File: src/rtl/fifo_pkg.sv
// -----------------------------------------------------------------------------
// fifo_pkg
// Shared types and helpers for the synchronous FIFO family.
//   fifo_mode_e : read-port mode (registered read or first-word fall-through)
//   cnt_width() : width of an occupancy counter able to hold 0..depth
//   ptr_width() : width of a pointer addressing 0..depth-1 (never below 1)
// -----------------------------------------------------------------------------
package fifo_pkg;

   typedef enum logic [0:0] {
      FIFO_STD  = 1'b0,
      FIFO_FWFT = 1'b1
   } fifo_mode_e;

   // Occupancy ranges 0..depth inclusive, hence depth+1 distinct values.
   function automatic int cnt_width(input int depth);
      return $clog2(depth + 32'sd1);
   endfunction

   // Pointer ranges 0..depth-1; clamp to one bit so degenerate depths still elaborate.
   function automatic int ptr_width(input int depth);
      return (depth > 32'sd1) ? $clog2(depth) : 32'sd1;
   endfunction

endpackage : fifo_pkg

File: src/rtl/fifo_wrap_ptr.sv
// -----------------------------------------------------------------------------
// fifo_wrap_ptr
// Circular pointer over 0..DEPTH-1 with an explicit wrap from DEPTH-1 to 0,
// so DEPTH need not be a power of two.
// Ports:
//   clk   in  clock, rising edge
//   rst_n in  asynchronous active-low reset (pointer -> 0)
//   clr   in  synchronous flush (pointer -> 0), wins over inc
//   inc   in  advance pointer by one entry
//   ptr   out current pointer value
// -----------------------------------------------------------------------------
module fifo_wrap_ptr
   import fifo_pkg::*;
#(
   parameter  int DEPTH = 8,
   localparam int PW    = ptr_width(DEPTH)
) (
   input  logic          clk,
   input  logic          rst_n,
   input  logic          clr,
   input  logic          inc,
   output logic [PW-1:0] ptr
);

   localparam logic [PW-1:0] LAST_C = PW'(DEPTH - 1);
   localparam logic [PW-1:0] ONE_C  = PW'(1);

   logic [PW-1:0] ptr_r;

   if (DEPTH < 2) begin : g_bad_depth
      $error("fifo_wrap_ptr: DEPTH must be at least 2");
   end

   // Pointer register: flush first, then advance with explicit wrap.
   always_ff @(posedge clk or negedge rst_n) begin
      if (!rst_n) begin
         ptr_r <= '0;
      end else if (clr) begin
         ptr_r <= '0;
      end else if (inc) begin
         if (ptr_r == LAST_C) begin
            ptr_r <= '0;
         end else begin
            ptr_r <= ptr_r + ONE_C;
         end
      end else begin
         ptr_r <= ptr_r;
      end
   end

   assign ptr = ptr_r;

endmodule : fifo_wrap_ptr

File: src/rtl/sync_fifo_param.sv
// -----------------------------------------------------------------------------
// sync_fifo_param
// Single-clock elastic buffer of DEPTH words of WIDTH bits (any DEPTH >= 2),
// with registered-read or first-word-fall-through read port, programmable
// almost-full / almost-empty thresholds, occupancy count and synchronous flush.
//
// Optional build macro: SYNC_FIFO_ERR_FLAGS_EN
//   When defined, adds sticky overflow/underflow outputs set by a rejected
//   push/pop and cleared by rst_n or clr.
//
// Ports:
//   clk          in   clock, rising edge
//   rst_n        in   asynchronous active-low reset
//   clr          in   synchronous flush, priority over push/pop
//   push         in   write request
//   data_in      in   write data [WIDTH]
//   pop          in   read request
//   data_out     out  read data [WIDTH] (registered)
//   full         out  count == DEPTH
//   empty        out  count == 0
//   almost_full  out  count >= AF_LEVEL
//   almost_empty out  count <= AE_LEVEL
//   count        out  occupancy [cnt_width(DEPTH)]
//   overflow     out  sticky rejected-push flag   (macro only)
//   underflow    out  sticky rejected-pop flag    (macro only)
// -----------------------------------------------------------------------------
module sync_fifo_param
   import fifo_pkg::*;
#(
   parameter  int WIDTH    = 64,
   parameter  int DEPTH    = 8,
   parameter  int FWFT     = 0,
   parameter  int AF_LEVEL = DEPTH - 1,
   parameter  int AE_LEVEL = 1,
   localparam int CW       = cnt_width(DEPTH)
) (
   input  logic             clk,
   input  logic             rst_n,
   input  logic             clr,
   input  logic             push,
   input  logic [WIDTH-1:0] data_in,
   input  logic             pop,
   output logic [WIDTH-1:0] data_out,
   output logic             full,
   output logic             empty,
   output logic             almost_full,
   output logic             almost_empty,
`ifdef SYNC_FIFO_ERR_FLAGS_EN
   output logic             overflow,
   output logic             underflow,
`endif
   output logic [CW-1:0]    count
);

   localparam int              PW         = ptr_width(DEPTH);
   localparam fifo_mode_e      MODE_C     = (FWFT != 0) ? FIFO_FWFT : FIFO_STD;
   localparam logic [PW-1:0]   LAST_C     = PW'(DEPTH - 1);
   localparam logic [PW-1:0]   PTR_ONE_C  = PW'(1);
   localparam logic [CW-1:0]   CNT_ONE_C  = CW'(1);
   localparam logic [CW-1:0]   CNT_FULL_C = CW'(DEPTH);
   localparam logic            AF_RST_C   = (AF_LEVEL == 0) ? 1'b1 : 1'b0;

   if (DEPTH < 2) begin : g_bad_depth
      $error("sync_fifo_param: DEPTH must be at least 2");
   end
   if ((AE_LEVEL < 0) || (AE_LEVEL >= AF_LEVEL) || (AF_LEVEL > DEPTH)) begin : g_bad_thr
      $error("sync_fifo_param: thresholds must satisfy 0 <= AE_LEVEL < AF_LEVEL <= DEPTH");
   end

   logic [WIDTH-1:0] mem_r [DEPTH];
   logic [CW-1:0]    count_r;
   logic             full_r;
   logic             empty_r;
   logic             af_r;
   logic             ae_r;
   logic [WIDTH-1:0] dout_r;

   logic [PW-1:0]    rd_ptr_s;
   logic [PW-1:0]    wr_ptr_s;
   logic [PW-1:0]    rd_nxt_s;
   logic             push_ok_s;
   logic             pop_ok_s;
   logic             wr_en_s;
   logic [CW-1:0]    cnt_nxt_s;
   logic [WIDTH-1:0] dout_nxt_s;

   // Accept decode: a pop frees a slot so push is legal even when full;
   // an empty FIFO never bypasses a same-cycle push to the reader.
   always_comb begin
      pop_ok_s  = pop & ~empty_r;
      push_ok_s = push & (~full_r | pop_ok_s);
      wr_en_s   = push_ok_s & ~clr;
   end

   fifo_wrap_ptr #(.DEPTH(DEPTH)) u_rd_ptr (
      .clk   (clk),
      .rst_n (rst_n),
      .clr   (clr),
      .inc   (pop_ok_s),
      .ptr   (rd_ptr_s)
   );

   fifo_wrap_ptr #(.DEPTH(DEPTH)) u_wr_ptr (
      .clk   (clk),
      .rst_n (rst_n),
      .clr   (clr),
      .inc   (push_ok_s),
      .ptr   (wr_ptr_s)
   );

   // Next occupancy and next read pointer (mirror of the rd pointer instance).
   always_comb begin
      cnt_nxt_s = count_r;
      rd_nxt_s  = rd_ptr_s;
      if (clr) begin
         cnt_nxt_s = '0;
         rd_nxt_s  = '0;
      end else begin
         if (push_ok_s && !pop_ok_s) begin
            cnt_nxt_s = count_r + CNT_ONE_C;
         end else if (pop_ok_s && !push_ok_s) begin
            cnt_nxt_s = count_r - CNT_ONE_C;
         end else begin
            cnt_nxt_s = count_r;
         end
         if (pop_ok_s) begin
            rd_nxt_s = (rd_ptr_s == LAST_C) ? '0 : (rd_ptr_s + PTR_ONE_C);
         end else begin
            rd_nxt_s = rd_ptr_s;
         end
      end
   end

   // Next read-port value. In FWFT mode the head word is pre-computed so the
   // output stays registered; the head slot being written this same edge
   // (push into empty, or push+pop at count 1) must forward data_in.
   always_comb begin
      dout_nxt_s = dout_r;
      case (MODE_C)
         FIFO_FWFT: begin
            if (cnt_nxt_s == '0) begin
               dout_nxt_s = '0;
            end else if (wr_en_s && (wr_ptr_s == rd_nxt_s)) begin
               dout_nxt_s = data_in;
            end else begin
               dout_nxt_s = mem_r[rd_nxt_s];
            end
         end
         FIFO_STD: begin
            if (pop_ok_s && !clr) begin
               dout_nxt_s = mem_r[rd_ptr_s];
            end else begin
               dout_nxt_s = dout_r;
            end
         end
         default: begin
            dout_nxt_s = dout_r;
         end
      endcase
   end

   // Storage array; contents are intentionally not reset.
   always_ff @(posedge clk) begin
      if (wr_en_s) begin
         mem_r[wr_ptr_s] <= data_in;
      end
   end

   // Occupancy, status flags and read data. Flags are decoded from the next
   // count so they line up with count in the same cycle.
   always_ff @(posedge clk or negedge rst_n) begin
      if (!rst_n) begin
         count_r <= '0;
         full_r  <= 1'b0;
         empty_r <= 1'b1;
         af_r    <= AF_RST_C;
         ae_r    <= 1'b1;
         dout_r  <= '0;
      end else begin
         count_r <= cnt_nxt_s;
         full_r  <= (cnt_nxt_s == CNT_FULL_C);
         empty_r <= (cnt_nxt_s == '0);
         af_r    <= (int'(cnt_nxt_s) >= AF_LEVEL);
         ae_r    <= (int'(cnt_nxt_s) <= AE_LEVEL);
         dout_r  <= dout_nxt_s;
      end
   end

`ifdef SYNC_FIFO_ERR_FLAGS_EN
   logic ovf_r;
   logic udf_r;

   // Sticky error flags: set by a dropped request, cleared by flush.
   always_ff @(posedge clk or negedge rst_n) begin
      if (!rst_n) begin
         ovf_r <= 1'b0;
         udf_r <= 1'b0;
      end else if (clr) begin
         ovf_r <= 1'b0;
         udf_r <= 1'b0;
      end else begin
         ovf_r <= ovf_r | (push & ~push_ok_s);
         udf_r <= udf_r | (pop & ~pop_ok_s);
      end
   end

   assign overflow  = ovf_r;
   assign underflow = udf_r;
`endif

   assign data_out     = dout_r;
   assign full         = full_r;
   assign empty        = empty_r;
   assign almost_full  = af_r;
   assign almost_empty = ae_r;
   assign count        = count_r;

endmodule : sync_fifo_param

File: config.mk
export PLATFORM = sky130hd
export DESIGN_NAME = sync_fifo_param
export DESIGN_NICKNAME = d
export VERILOG_FILES = /design/src/rtl/fifo_pkg.sv /design/src/rtl/fifo_wrap_ptr.sv /design/src/rtl/sync_fifo_param.sv
export SDC_FILE = /design/constraint.sdc
export NUM_CORES = 1
export LEC_CHECK = 0
export ABC_AREA = 1
export BUFFER_PORTS_ARGS = -buffer_cell sky130_fd_sc_hd__buf_2
export CAP_MARGIN = 15
export CORE_MARGIN = 4
export CORE_UTILIZATION = 54
export CTS_BUF_LIST = sky130_fd_sc_hd__clkbuf_8 sky130_fd_sc_hd__clkbuf_16
export DETAILED_ROUTE_END_ITERATION = 12
export PLACE_DENSITY = 0.79
export SLEW_MARGIN = 10
export SYNTH_ARGS = -nofsm -noshare
export SYNTH_HDL_FRONTEND = slang
export SYNTH_SLANG_ARGS = --single-unit
File: constraint.sdc
create_clock -name clk -period 3.8 [get_ports clk]
set_input_delay 0.19 -clock clk [delete_from_list [all_inputs] [get_ports clk]]
set_output_delay 0.19 -clock clk [all_outputs]
set_load 0.005 [all_outputs]
==> flow_metrics.py, run 1 <==
metrics = {
    "critical_path": {
        "path_max_fanout": 24,
        "crit_chain": "nor2_1 -> o21ai_0 -> nor2_1 -> nand2_1 -> nor2_4 -> buf_12",
        "arrival_ns": 2.96,
        "crit_path_max_incr_delay_ns": 0.80,
        "cp-start-kind": "register",
        "endpoint_kind": "register",
        "cp_common_cell": "nor2_1",
        "worstSetupPathType": "register to register",
        "slowest_stage": "nor2_4",
        "crit_required_ns": 4.10,
    },
    "sta": {
        "maxSlewHeadroom_pct": 29.3,
        "finClkSkew_ns": 0.0144,
        "tightest_slew_ns": 1.06,
        "final-hold-violation-count": 0,
        "fmax_mhz": 375,
        "rsz0062_at_grt": "false",
        "setup_ws_ns": 1.13,
        "setup_violations": 0,
        "whs_ns": 0.116,
        "slew_viol_final": 0,
        "post-route-min-period_ns": 2.67,
        "final.period_utilization_pct": 70.2,
    },
    "pwr": {
        "leakage_nw": 9.44,
        "vdd_drop_max_uv": 362,
        "power_density_nw_per_um2": 584,
    },
    "floorplanning": {
        "io_pins": 141,
        "start_util_pct": 54.6,
        "core_um2": 41900,
        "die-area_um2": 45800,
        "chipHeight_um": 214,
        "die_w_um": 214,
        "num_rows": 75,
    },
    "clocking": {
        "cts_hold_buf": 66,
        "cts-buffers-inserted": 56,
        "path_clk_slew_ns": 0.06,
        "cts_resized": 0,
        "clock_latency_ns": 0.60,
        "clock_tree.buffer_depth": 3,
        "cts_tree": "built",
        "post-cts-setup-buffers": 0,
        "root_buffer": "clkbuf_16",
        "htreeDepth": 2,
        "clock_sinks": 590,
    },
    "synth": {
        "async_reset_ff_share_pct": 13.2,
        "yosysMostFrequentCell": "edfxtp_1",
        "netlist_area_um2": 22900,
        "synth_top_area_share_pct": 67.1,
        "yosysSeqAreaShare_pct": 75.7,
        "synth-seq-cells": 590,
        "synth_edf_count": 512,
        "synthCells": 1760,
        "ys.flop_type": "edfxtp_1",
        "yosys_warnings": 0,
        "yosys.cell_types.count": 28,
        "synth.largest_area_cell": "edfxtp_1",
        "ys_top_cells_by_area": "edfxtp_1, dfrtp_1, nor2_1",
        "synthTopCellsByCount": "edfxtp_1, nor2_1, o21ai_0",
        "syn_avg_cell_area_um2": 13.0,
        "synth_nets": 1835,
    },
    "route": {
        "wl_per_cell_um": 20.3,
        "wirelength_um": 51300,
        "vias": 14700,
        "drtIter0Drc": 1584,
        "ant_nets": 0,
        "drc": 0,
        "first_pass_iters": 5,
        "vias_per_cell": 5.81,
    },
    "placement": {
        "postPlaceCellArea_um2": 24000,
        "hpwl_um": 26700,
        "dp_slack_ns": 1.24,
        "port_buffers": 140,
        "place_inst": 2350,
        "place_congestion": 0.783,
    },
    "final_layout": {
        "drive_gt1_share_pct": 13.3,
        "n_fill_cell": 2943,
        "synthToLayoutAreaGrowth_pct": 15.9,
        "final_nets": 2011,
        "postLayoutCellArea_um2": 26500,
        "finalNonFillerCells": 2524,
    },
    "global_routing": {
        "grtUsageTotal_pct": 22.2,
        "grt_pass1_vias": 15100,
        "antenna_found_initial": 2,
        "grt_pass1_wl_um": 81700,
        "grt_max_degree": 258,
        "grt_overflow": 0,
    },
    "hold_path": {
        "min_path_type": "input port to register",
    },
    "run_status": {
        "outcome": "finished clean",
    },
    "job": {
        "cap_violations": 0,
    },
}
-- logic make-up (layout without fill, tap and decap cells) --
family	count (synthesis)	count (layout)	synth area share, %
AO/OA/AOI/OAI	393	393	9.99
flip-flops	590	590	75.7
AND/OR/NAND/NOR	637	637	10.9
adder cells (fa/ha/maj)	6	6	0.328
buffers and inverters	133	357	3.04
other	0	1	0
XOR/XNOR	1	1	0.0383
-- worst max-delay path: cells and delay by family (launching register included) --
kind,cells,cell delay [ns]
buf+inv,1,0.29
flops,1,0.37
simple gates,4,1.54
compound gates,1,0.15
-- state kept, by name, summed over array words and instances (netlist names) --
register,flops
empty,1
u_rd_ptr.ptr,3
full,1
count,4
mem_r,512
almost_empty,1
data_out,64
u_wr_ptr.ptr,3
almost_full,1
-- cell usage in the layout (no fill, tap or decap), types with 9 or more instances in the layout --
cell             n
edfxtp_1       512
nor2_1         393
o21ai_0        233
nand2_1        155
buf_2          139
o211ai_1       128
nand3_1         74
dfrtp_1         73
dlygate4sd3_1   66
clkbuf_16       57
inv_1           37
o21ai_1         30
buf_12          12
buf_4           11
nor2_4           9
clkbuf_8         9
clkinv_2         9
-- path summary, 6_finish.rpt --
kind | slack, ns | end | cells past startpoint | start
worst max-delay path | 1.13 | mem_r[2][30]$_DFFE_PP_ | 6 | empty$_DFF_PN1_
worst min-delay path | 0.12 | u_rd_ptr.ptr[0]$_DFFE_PN0P_ | 4 | pop
worst max register to register | 1.13 | mem_r[2][30]$_DFFE_PP_ | 6 | empty$_DFF_PN1_
worst min register to register | 0.47 | data_out[43]$_DFFE_PN0P_ | 2 | data_out[43]$_DFFE_PN0P_
max in group asynchronous | 3.04 | data_out[30]$_DFFE_PN0P_ | 3 | rst_n
min in group asynchronous | 0.13 | count[1]$_DFF_PN0_ | 2 | rst_n
-- final cells by class --
type	instances	area, um2	area share [%]
flip-flops and latches	590	17300	65.3
multi-input cells	1037	4940	18.6
clock buffers	66	1550	5.84
repair buffers	228	1680	6.33
inverters	23	93.8	0.354
well taps	539	674	2.54
diodes	1	2.50	0.00943
clock inverters	40	264	0.995
-- layer usage --
| metal | share of wire (%) | wire length, um | GRT usage (%) |
|---|---|---|---|
| met1 | 41 | 21200 | 30.5 |
| met2 | 48 | 24600 | 36.2 |
| met3 | 8.0 | 4080 | 4.40 |
| met4 | 2.6 | 1360 | 7.15 |
| met5 | 0.023 | 12 | 0 |
-- where the power goes --
group	switching, mW	internal, mW
Sequential	0.214	7.51
Clock	2.31	3.10
Combinational	1.51	0.847
-- metrics by stage --
step | power [mW] | TNS, ns | util (%)
after floorplan | 9.29 | -122.62 | -
after global placement | 10.0 | 0 | 57.3
after detailed placement | 10.2 | 0 | 57.3
after CTS | 15.6 | 0 | 63.2
after global routing | 16.2 | 0 | 63.3
final | 15.5 | 0 | 63.3
No activity file was read; power rests on OpenSTA's default activity.
==> run 2: changes to the inputs <==
--- a/config.mk
+++ b/config.mk
@@ -5,14 +5,14 @@
 export SDC_FILE = /design/constraint.sdc
 export NUM_CORES = 1
 export LEC_CHECK = 0
-export ABC_AREA = 1
+export ABC_AREA = 0
 export BUFFER_PORTS_ARGS = -buffer_cell sky130_fd_sc_hd__buf_2
 export CAP_MARGIN = 15
 export CORE_MARGIN = 4
-export CORE_UTILIZATION = 54
+export CORE_UTILIZATION = 60
 export CTS_BUF_LIST = sky130_fd_sc_hd__clkbuf_8 sky130_fd_sc_hd__clkbuf_16
 export DETAILED_ROUTE_END_ITERATION = 12
-export PLACE_DENSITY = 0.79
+export PLACE_DENSITY = 0.83
 export SLEW_MARGIN = 10
 export SYNTH_ARGS = -nofsm -noshare
 export SYNTH_HDL_FRONTEND = slang
==> constraint.sdc (replaced) <==
create_clock -name clk -period 2.7 [get_ports clk]
set_input_delay 0.135 -clock clk [delete_from_list [all_inputs] [get_ports clk]]
set_output_delay 0.135 -clock clk [all_outputs]
set_load 0.005 [all_outputs]
==> flow_metrics.py, run 2 <==
metrics = {
    "run_status": {
        "outcome": "finished clean",
    },
    "final_layout": {
        "top_register": "mem_r",
        "postLayoutCellArea_um2": 26200,
        "largest_reg_flops": 512,
        "final_nets": 1355,
        "drive_gt1_share_pct": 31.4,
        "final_common_cell": "edfxtp_1",
        "synthToLayoutAreaGrowth_pct": 18.5,
        "final_cell_mix": "edfxtp_1, buf_2, mux4_2",
    },
    "clocking": {
        "post-cts-setup-buffers": 0,
        "path_clk_slew_ns": 0.06,
        "cts_tree": "built",
        "clock_sinks": 590,
        "root_buffer": "clkbuf_16",
        "cts-buffers-inserted": 55,
        "cts_resized": 0,
        "cts_hold_buf": 67,
        "clock_latency_ns": 0.59,
        "htreeDepth": 2,
        "clock_tree.buffer_depth": 3,
    },
    "pwr": {
        "power_density_nw_per_um2": 838,
        "p_seq_share_pct": 50.5,
        "vdd_drop_max_uv": 651,
        "internal_power_mw": 16.6,
        "netSwitchingFraction_pct": 24.5,
        "combinationalPowerShare_pct": 14.3,
        "p_total_mw": 22.0,
        "pwr-share-clk_pct": 35.2,
        "switchingPower_mw": 5.38,
        "leakage_nw": 8.70,
    },
    "route": {
        "drtIter0Drc": 1241,
        "drc": 0,
        "ant_nets": 0,
        "wirelength_um": 49400,
        "first_pass_iters": 5,
        "vias_per_cell": 6.21,
        "wl_per_cell_um": 27.5,
        "vias": 11200,
    },
    "synth": {
        "ys_top_cells_by_area": "edfxtp_1, mux4_2, dfrtp_1",
        "netlist_area_um2": 22200,
        "synth.largest_area_cell": "edfxtp_1",
        "syn_avg_cell_area_um2": 21.5,
        "yosys.area_share.xor_xnor_pct": 0.0791,
        "synth_top_family_by_area": "multiplexers",
        "synthCells": 1030,
        "synthMuxAreaShare_pct": 16.1,
        "yosys_warnings": 0,
        "synth-seq-cells": 590,
        "synth_fa_ha_area_share_pct": 0.339,
        "yosysMostFrequentCell": "edfxtp_1",
        "synth_edf_count": 512,
        "yosysSeqAreaShare_pct": 78.2,
        "synthTopCellsByCount": "edfxtp_1, mux4_2, nor2_1",
        "yosys.cell_types.count": 37,
        "async_reset_ff_share_pct": 13.2,
        "synth_simple_gate_area_share_pct": 2.23,
        "synth-compound-area-share_pct": 1.87,
        "ys.flop_type": "edfxtp_1",
        "synth_nets": 1105,
        "synth_top_area_share_pct": 69.4,
    },
    "critical_path": {
        "cp-start-kind": "register",
        "arrival_ns": 2.64,
        "reg2reg_slack_ns": 0.51,
        "crit_path_max_incr_delay_ns": 0.75,
        "endpoint_kind": "register",
        "cp_num_buf_inv": 1,
        "crit_chain": "buf_4 -> mux4_2 -> mux2i_1 -> a21oi_1",
        "slowest_stage": "dfrtp_4",
        "cp.depth": 4,
        "crit_path_end": "data_out[37]$_DFFE_PN0P_",
        "path_max_fanout": 24,
        "crit_required_ns": 3.15,
        "timing.rr.end": "data_out[37]$_DFFE_PN0P_",
        "worst_r2r_startpoint": "u_rd_ptr.ptr[0]$_DFFE_PN0P_",
        "critPathTopFamily": "multiplexers",
        "ff2ff_path_depth": 4,
        "crit_start": "u_rd_ptr.ptr[0]$_DFFE_PN0P_",
        "worstSetupPathType": "register to register",
    },
    "sta": {
        "slew_viol_final": 0,
        "rsz0062_at_grt": "false",
        "whs_ns": 0.0579,
        "fmax_mhz": 456,
        "tightest_slew_ns": 0.968,
        "maxSlewHeadroom_pct": 35.5,
        "setup_violations": 0,
        "post-route-min-period_ns": 2.19,
        "final.period_utilization_pct": 81.2,
        "final-hold-violation-count": 0,
        "setup_tns_ns": 0,
        "finClkSkew_ns": 0.0191,
    },
    "floorplanning": {
        "start_util_pct": 60.7,
        "chipHeight_um": 200,
        "die-area_um2": 40100,
        "io_pins": 141,
        "num_rows": 70,
        "core_um2": 36500,
        "die_w_um": 200,
    },
    "global_routing": {
        "grt_overflow": 0,
        "grtUsageTotal_pct": 25.2,
        "grt_pass1_wl_um": 76500,
        "grt_max_degree": 53,
        "antenna_found_initial": 2,
        "grt_pass1_vias": 12000,
    },
    "placement": {
        "postPlaceCellArea_um2": 23700,
        "port_buffers": 140,
        "hpwl_um": 25700,
        "place_congestion": 0.740,
    },
    "job": {
        "cap_violations": 0,
    },
    "hold_path": {
        "min_path_type": "input port to register",
    },
}
[run 2: cell count changes after synthesis, moves of 74 or more]
cell / before / now
mux4_2: 0 / 128
nand2_1: 155 / 4
o211ai_1: 128 / 0
nand3_1: 74 / 0
nor2_1: 401 / 81
o21ai_0: 233 / 0
[run 2: per-stage QoR]
| stage | util, % | instances | worst slack [ns] |
|---|---|---|---|
| 5_1_grt | 71.9 | 1795 | 0.314 |
| 2_1_floorplan | - | 1030 | -0.380 |
| 3_3_place_gp | 65.0 | 1624 | 0.574 |
| 6_report | 71.9 | 1796 | 0.509 |
| 4_1_cts | 71.8 | 1794 | 0.467 |
| 3_5_place_dp | 65.0 | 1624 | 0.521 |
[run 2: how the worst min path moves through the flow]
stage | startpoint | depth (start not counted) | endpoint | slack (ns)
after floorplan | rst_n | 0 | almost_full$_DFF_PN0_ | -0.16
after detailed placement | rst_n | 1 | data_out[3]$_DFFE_PN0P_ | 0.20
after global placement | rst_n | 1 | data_out[3]$_DFFE_PN0P_ | 0.20
after global routing | push | 4 | u_wr_ptr.ptr[0]$_DFFE_PN0P_ | 0.08
final | push | 4 | u_wr_ptr.ptr[0]$_DFFE_PN0P_ | 0.06
after CTS | push | 4 | u_wr_ptr.ptr[0]$_DFFE_PN0P_ | 0.03
[run 2: kinds of logic after synthesis]
group                    Yosys count
flip-flops                       590
multiplexers                     195
AND/OR/NAND/NOR                  106
AO/OA/AOI/OAI                     76
buffers and inverters             55
adder cells (fa/ha/maj)            6
XOR/XNOR                           2
[run 2: power by group through the flow]
stage               clock network, mW  logic (mW)  registers [mW]
floorplan                           0        1.85            11.1
global placement                    0        2.89            11.2
detailed placement                  0        3.01            11.3
CTS                              7.85        3.19            11.1
global route                     8.28        3.45            11.1
finish                           7.75        3.15            11.1
[run 2: layer usage]
layer  up-vias  global-route usage (%)  routed length, um
li1       4696                       -                  -
met1      5823                    35.1              19000
met3        89                    4.99               3680
met2       549                    42.2              25400
met4         0                    6.79               1290
met5         -                       0                  0
[run 2: area by class of cell]
class,instances,area [um2]
fill,2043,10300
timing repair buffer,245,1830
inverter,3,11.3
tap,468,586
antenna,2,5.00
sequential,590,17300
clock buffer,63,1510
clock inverter,40,318
multi-input combinational,385,4640
[run 2: worst register-to-register path: stages (launching register included)]
cell and delay (ns):
dfrtp_4 0.75, buf_4 0.43, mux4_2 0.58, mux2i_1 0.20
a21oi_1 0.09
